==> config.mk <==
export PLATFORM = sky130hd
export DESIGN_NAME = mult8_seq
export DESIGN_NICKNAME = d
export VERILOG_FILES = /design/src/rtl/mult8_seq.sv
export SDC_FILE = /design/constraint.sdc
export NUM_CORES = 1
export LEC_CHECK = 0
export CAP_MARGIN = 20
export CORE_MARGIN = 2
export CORE_UTILIZATION = 45
export DETAILED_ROUTE_END_ITERATION = 7
export PLACE_DENSITY = 0.78
export SYNTH_ARGS = -nofsm -noshare
export SYNTH_HDL_FRONTEND = slang
export SYNTH_SLANG_ARGS = --single-unit
==> constraint.sdc <==
create_clock -name clk -period 4.22 [get_ports clk]
set_clock_uncertainty 0.05 [all_clocks]
set_input_delay 0.844 -clock clk [delete_from_list [all_inputs] [get_ports clk]]
set_output_delay 0.844 -clock clk [all_outputs]
set_load 0.005 [all_outputs]
==> src/rtl/mult8_seq.sv <==
// mult8_seq: sequential 8x8 shift-add multiplier with valid/ready handshakes.
// One operand pair is accepted in IDLE, eight shift-add steps run in BUSY,
// and the 16-bit product is presented in DONE until the consumer takes it.
// Optional build macro: MULT8_SEQ_SIGNED_EN selects two's-complement operands
// (magnitudes are multiplied and the sign is applied on the final step).
module mult8_seq #(
  parameter logic [15:0] RESET_PRODUCT = 16'h0000
) (
  input  logic        clk,
  input  logic        rst_n,
  input  logic        in_valid,
  output logic        in_ready,
  input  logic [7:0]  a,
  input  logic [7:0]  b,
  output logic        out_valid,
  input  logic        out_ready,
  output logic [15:0] product
);

  typedef enum logic [1:0] {
    IDLE = 2'd0,
    BUSY = 2'd1,
    DONE = 2'd2
  } state_t;

  state_t      state;
  state_t      state_next;
  logic [2:0]  count;
  logic [7:0]  a_reg;
  // {C, PH, PL}: carry, high partial product, multiplier / low product bits
  logic [16:0] acc;
  logic [8:0]  sum;
  logic [16:0] acc_step;
  logic [15:0] magnitude;

`ifdef MULT8_SEQ_SIGNED_EN
  logic neg;

  // Magnitude of a two's-complement byte; -128 maps to 8'h80.
  function automatic logic [7:0] abs8(input logic [7:0] x);
    return x[7] ? (8'd0 - x) : x;
  endfunction

  // Apply the result sign to an unsigned 16-bit magnitude.
  function automatic logic [15:0] apply_sign(input logic [15:0] m, input logic s);
    return s ? (16'd0 - m) : m;
  endfunction
`endif

  // Status outputs are decoded from state only.
  assign in_ready  = (state == IDLE);
  assign out_valid = (state == DONE);

  // One shift-add step. C is always 0 entering a step (the previous shift
  // cleared it), so adding into {C,PH} is the same as adding into {0,PH}.
  always_comb begin
    sum       = {acc[16], acc[15:8]} + (acc[0] ? {1'b0, a_reg} : 9'd0);
    acc_step  = {1'b0, sum, acc[7:1]};
    magnitude = acc_step[15:0];
  end

  // State register.
  always_ff @(posedge clk or negedge rst_n) begin
    if (!rst_n) begin
      state <= IDLE;
    end else begin
      state <= state_next;
    end
  end

  // Next-state logic: accept in IDLE, eight steps in BUSY, release in DONE.
  always_comb begin
    state_next = state;
    unique case (state)
      IDLE:    if (in_valid) state_next = BUSY;
      BUSY:    if (count == 3'd7) state_next = DONE;
      DONE:    if (out_ready) state_next = IDLE;
      default: state_next = IDLE;
    endcase
  end

  // Datapath: operand capture, shift-add iteration and product load.
  always_ff @(posedge clk or negedge rst_n) begin
    if (!rst_n) begin
      count   <= 3'd0;
      a_reg   <= 8'd0;
      acc     <= 17'd0;
      product <= RESET_PRODUCT;
`ifdef MULT8_SEQ_SIGNED_EN
      neg     <= 1'b0;
`endif
    end else begin
      case (state)
        IDLE: begin
          if (in_valid) begin
            count <= 3'd0;
`ifdef MULT8_SEQ_SIGNED_EN
            a_reg <= abs8(a);
            acc   <= {9'd0, abs8(b)};
            neg   <= a[7] ^ b[7];
`else
            a_reg <= a;
            acc   <= {9'd0, b};
`endif
          end
        end
        BUSY: begin
          acc   <= acc_step;
          count <= count + 3'd1;
          if (count == 3'd7) begin
`ifdef MULT8_SEQ_SIGNED_EN
            product <= apply_sign(magnitude, neg);
`else
            product <= magnitude;
`endif
          end
        end
        default: begin
        end
      endcase
    end
  end

endmodule

==> results of run 1 <==
## tightest hold or removal path: stages, from the launching register on
cell,delay [ps]
dfrtp_1,350
nand2_1,50
o21ai_0,60
## through the flow
step                instance area, um2  worst slack (ps)  hold WS (ps)
floorplan                         2150              2150           387
global placement                  2530              1880           405
detailed placement                2530              1830           414
CTS                               2640              1820           435
global route                      2660              1720           453
finish                            2660              1880           433
## power by group through the flow
stage | registers [mW] | clock network, mW | logic (mW)
4_1_cts | 0.774 | 0.344 | 0.982
3_5_place_dp | 0.780 | 0 | 0.976
3_3_place_gp | 0.769 | 0 | 0.929
5_1_grt | 0.800 | 0.361 | 1.12
2_1_floorplan | 0.755 | 0 | 0.665
6_report | 0.771 | 0.335 | 0.985
## area by class of cell
type / count / area, um2
Fill cell: 416 / 2000
Sequential cell: 45 / 1130
Multi-Input combinational cell: 162 / 957
Timing Repair Buffer: 38 / 380
Clock buffer: 7 / 86.3
Tap cell: 54 / 67.6
Clock inverter: 1 / 30.0
Inverter: 3 / 11.3
## cell usage after synthesis (3+ instances only)
| cell | number | area (um2) |
|---|---|---|
| and2_1 | 9 | 56.3 |
| a21oi_1 | 6 | 30.0 |
| mux2_4 | 5 | 75.1 |
| buf_2 | 6 | 30.0 |
| inv_1 | 3 | 11.3 |
| dfrtp_1 | 45 | 1130 |
| ha_1 | 10 | 125 |
| nand2_1 | 59 | 221 |
| mux2_2 | 4 | 45.0 |
| nand3_1 | 8 | 40.0 |
| nor2_1 | 13 | 48.8 |
| a31oi_1 | 8 | 50.1 |
| xor2_1 | 5 | 43.8 |
| o21ai_0 | 19 | 95.1 |
## metal layers
metal,up-vias,part of all wire,global-route usage
met5,-,0,0
met4,0,0.021,0.0802
met3,7,0.026,0.0249
met2,32,0.46,0.268
met1,731,0.49,0.234
li1,803,-,-
## cell families (layout without fill, tap and decap cells)
group,count (synthesis),count (layout)
AND/OR/NAND/NOR,94,94
flip-flops,45,45
AO/OA/AOI/OAI,41,41
buffers and inverters,13,49
adder cells (fa/ha/maj),11,11
multiplexers,10,10
XOR/XNOR,6,6
## final timing paths
check | end | slack (ps)
setup / recovery | product[13] | 1880
hold / removal | product[12] | 430
setup reg to reg | product[13] | 1880
hold reg to reg | product[12] | 430
max in group asynchronous | state[1] | 2870
min in group asynchronous | product[0] | 640
==> results.yml, run 1 <==
timing:
  fmax_mhz: 427
  tns_ps: 0
  drv_slew: 0
  setup_viol: 0
  slew_headroom: 0.350
  worst_slew_pin_slew_ps: 976
  timing.final.crit_period_ps: 2340
  rsz0062_at_grt: "false"
  final_hold_viol_count: 0
  fin_crit_sh: 0.555
synth:
  synth_ff_type: "dfrtp_1"
  synthAdderAreaFrac: 0.0675
  synthCells: 220
  ys_ff_latch: 45
  syn_nets: 251
  ys_seq_area_frac: 0.524
  synth_area_um2: 2150
  synthSimpleGateAreaFrac: 0.186
  synth_xor_area_frac: 0.0244
  synth-compound-area-share: 0.107
  synth.yosys.warnings: 0
  synth_top_family_by_area: "simple AND/OR/NAND/NOR gates"
  synth_area_per_cell_um2: 9.78
  synth_cell_types: 30
  synth.mux.area_fraction: 0.0605
  synthArstFlopShare: 1.00
  synth_edf_count: 0
global_route:
  grt_max_degree: 46
  grt_pass1_vias: 1572
  grt_overflow_total: 0
  grtUsageTotal: 0.171
  grt_antenna_before_repair: 0
  grt_pass1_wl_um: 6980
critical_path:
  cp_top_family: "compound AO/OA/AOI/OAI gates"
  critical-path-max-stage-delay_ps: 450
  cp_num_cells: 8
  cp-startpoint: "acc[0]"
  crit_fanout: 9
  required_ps: 4330
  path_class: "flip-flop to flip-flop"
  end_kind: "flip-flop"
  crit_slowest_cell: "dfrtp_1"
  crit_arrival_ps: 2450
  cp-start-kind: "flip-flop"
  path_cells: "and2_1 > ha_1 > fa_1 > a21oi_1 > o211ai_1 > a21oi_1 > xor2_1 > o21ai_0"
  r2r_start: "acc[0]"
  cpMostUsedCell: "a21oi_1"
  crit_buf_inv: 0
  reg2regPathDepth: 8
floorplanning:
  die_y_um: 73.1
  die_w_um: 73.1
  io_pins: 38
  initial_core_util: 0.461
  die_area_um2: 5350
  core_area_um2: 4660
  rows: 25
cells_and_area:
  final_cell_mix: "59 x nand2_1, 45 x dfrtp_1, 36 x clkdlybuf4s50_1"
  fin_nets: 286
  utilization: 0.570
  fin_cells: 310
  num_antenna_cells: 0
  final_common_cell: "nand2_1"
  drive_gt1_frac: 0.0742
  area_delta_synth_final_pct: 23.6
clock_tree:
  ctsHoldBuffers: 0
  cts_buffer_depth: 2
  cts_resized: 0
  root_buffer: "clkbuf_8"
  clkLatencyLatePin_ps: 300
  h-tree-depth: 2
  cts.clk_slew.worst_paths_ps: 80
  clock-sinks: 45
  cts_tree: "done"
  cts_setup_buffers: 0
  numCtsBuffers: 5
routing:
  vias: 1573
  route.detailed.drc: 0
  postRouteAntennaNets: 0
  vias_per_cell: 5.07
  wl_per_cell_um: 13.1
  wirelength_um: 4050
  firstDrtPassIters: 4
  drt_iter0_drc: 82
power:
  power_mw: 2.09
  p_leak_nw: 1.22
  p_switching_mw: 0.762
  switching_share: 0.364
  pwr-share-clk: 0.160
  seq_power_share: 0.369
  intPower_mw: 1.33
  ir_drop_uv: 379
  pwr-share-comb: 0.471
  p_per_area_nw_per_um2: 787
min_path:
  min_path_cells: 2
  hold_start: "product[12]"
  hold_path_class: "flip-flop to flip-flop"
run_status:
  outcome: "complete, no violations"
run:
  drv_cap: 0
placed_design:
  gp_congestion: 0.823
  portBuffers: 37
  hpwl_um: 2840
  placed_cells: 301
No activity file was read; power rests on OpenSTA's default activity.
==> inputs of run 2 (changes only) <==
==> constraint.sdc (replaced) <==
create_clock -name clk -period 2.2 [get_ports clk]
set_clock_uncertainty 0.05 [all_clocks]
set_input_delay 0.44 -clock clk [delete_from_list [all_inputs] [get_ports clk]]
set_output_delay 0.44 -clock clk [all_outputs]
set_load 0.005 [all_outputs]
==> run 2 against run 1 <==
Net effect: first-iteration DRC count is 24% lower; utilization is 0.99 points higher; sequential share of layout area shrank 0.72 points; flip-flop and latch count stayed put; maximum frequency is 13% higher; via count rose by 2.0%; critical path type unchanged.
==> results.yml, run 2 (synthesized netlist as in run 1, its figures left out) <==
floorplanning:
  die_area_um2: 5350
  die_w_um: 73.1
  core_area_um2: 4660
  rows: 25
  initial_core_util: 0.461
  die_y_um: 73.1
  io_pins: 38
routing:
  vias_per_cell: 5.09
  drt_iter0_drc: 62
  route.detailed.drc: 0
  firstDrtPassIters: 4
  wl_per_cell_um: 12.9
  vias: 1604
  postRouteAntennaNets: 0
  wirelength_um: 4070
timing:
  fin_crit_sh: 0.943
  tns_ps: 0
  slew_headroom: 0.662
  setup_viol: 0
  drv_slew: 0
  worst_slew_pin_slew_ps: 507
  fin_ws_ps: 125
  final_hold_viol_count: 0
  timing.final.crit_period_ps: 2070
  rsz0062_at_grt: "false"
  fmax_mhz: 482
power:
  p_leak_nw: 1.24
  pwr-share-comb: 0.482
  power_mw: 4.05
  p_switching_mw: 1.50
  ir_drop_uv: 639
  pwr-share-clk: 0.155
  switching_share: 0.370
  intPower_mw: 2.55
  seq_power_share: 0.363
  p_per_area_nw_per_um2: 1500
global_route:
  grt_overflow_total: 0
  grt_pass1_vias: 1597
  grtUsageTotal: 0.179
  grt_pass1_wl_um: 7190
  grt_max_degree: 25
  grt_antenna_before_repair: 0
critical_path:
  crit_arrival_ps: 2190
  reg2regPathDepth: 8
  path_class: "flip-flop to flip-flop"
  endpoint: "product[12]"
  r2r-end: "product[12]"
  end_kind: "flip-flop"
  r2r_start: "acc[0]"
  crit_fanout: 8
  cp-start-kind: "flip-flop"
  cp-startpoint: "acc[0]"
  reg2reg_setup_slack_ps: 130
  required_ps: 2310
run:
  drv_cap: 0
clock_tree:
  cts_tree: "done"
  clock-sinks: 45
  cts.clk_slew.worst_paths_ps: 90
  root_buffer: "clkbuf_8"
  ctsHoldBuffers: 0
  numCtsBuffers: 5
  clkLatencyLatePin_ps: 300
  cts_setup_buffers: 0
  cts_buffer_depth: 2
  h-tree-depth: 2
cells_and_area:
  fin_nets: 291
  num_antenna_cells: 0
  final_cell_mix: "59 x nand2_1, 45 x dfrtp_1, 36 x clkdlybuf4s50_1"
  area_delta_synth_final_pct: 25.8
  drive_gt1_frac: 0.115
  final_common_cell: "nand2_1"
  utilization: 0.580
placed_design:
  gp_congestion: 0.873
  dp_worst_setup_slack_ps: 13.3
  portBuffers: 37
  hpwl_um: 2970
min_path:
  hold_path_class: "input port to async pin"
run_status:
  outcome: "complete, no violations"
==> run 2: changes by cell type in the layout (fill, tap and decap cells not counted) <==
cell	delta
clkinv_4	+1
buf_4	+6
buf_8	-1
fa_1	-1
a211oi_1	-1
a21oi_1	-2
clkbuf_1	-1
a211oi_2	+1
a21oi_2	+2
ha_2	+1
fa_2	+1
ha_1	-1
clkbuf_8	-1
clkinvlp_4	+1
==> run 2: worst max-delay path, cell delays in order, from the launching register on <==
cell	delay, ps
dfrtp_1	380
buf_4	150
and2_1	170
ha_1	330
a211oi_2	270
o21bai_1	120
a21oi_1	180
xor2_1	200
o21ai_0	90
==> run 2: worst min path at each step <==
stage	endpoint	depth (start not counted)	from
after floorplan	a_reg[0]	0	rst_n
after global placement	product[0]	1	rst_n
after detailed placement	product[0]	1	rst_n
after CTS	product[3]	1	rst_n
after global routing	product[3]	1	rst_n
final	product[3]	1	rst_n
==> run 2: through the flow <==
| step | area, um2 | cells | hold WS (ps) |
|---|---|---|---|
| floorplan | 2150 | 220 | 94.4 |
| global placement | 2570 | 307 | 332 |
| detailed placement | 2570 | 307 | 347 |
| CTS | 2690 | 315 | 6.80 |
| global route | 2710 | 315 | 19.5 |
| finish | 2710 | 315 | 0.583 |
==> run 2: power groups by stage <==
stage | Sequential, mW | Combinational [mW] | Clock, mW
2_1_floorplan | 1.45 | 1.28 | 0
3_3_place_gp | 1.47 | 1.84 | 0
3_5_place_dp | 1.48 | 1.91 | 0
4_1_cts | 1.47 | 1.93 | 0.642
5_1_grt | 1.52 | 2.21 | 0.676
6_report | 1.47 | 1.95 | 0.628
==> run 2: per-layer routing <==
metal | track usage | routed length (um) | up-vias
met4 | 0.0679 | 67 | 0
met1 | 0.234 | 1990 | 748
li1 | - | - | 813
met3 | 0.0525 | 171 | 4
met5 | 0 | 0 | -
met2 | 0.280 | 1840 | 39
==> run 2: timing repair <==
| action | 4_1_cts | 5_1_grt |
|---|---|---|
| endpoints found under the setup margin | 1 | 5 |
| pin swaps | 0 | 2 |
| resized for setup | 1 | 4 |
==> run 2: final cells by class <==
type,count,area (um2)
fillers,407,1960
inverters,3,11.3
clock buffers,5,68.8
flip-flops and latches,45,1130
clock inverters,3,46.3
repair buffers,43,410
well taps,54,67.6
multi-input cells,162,975
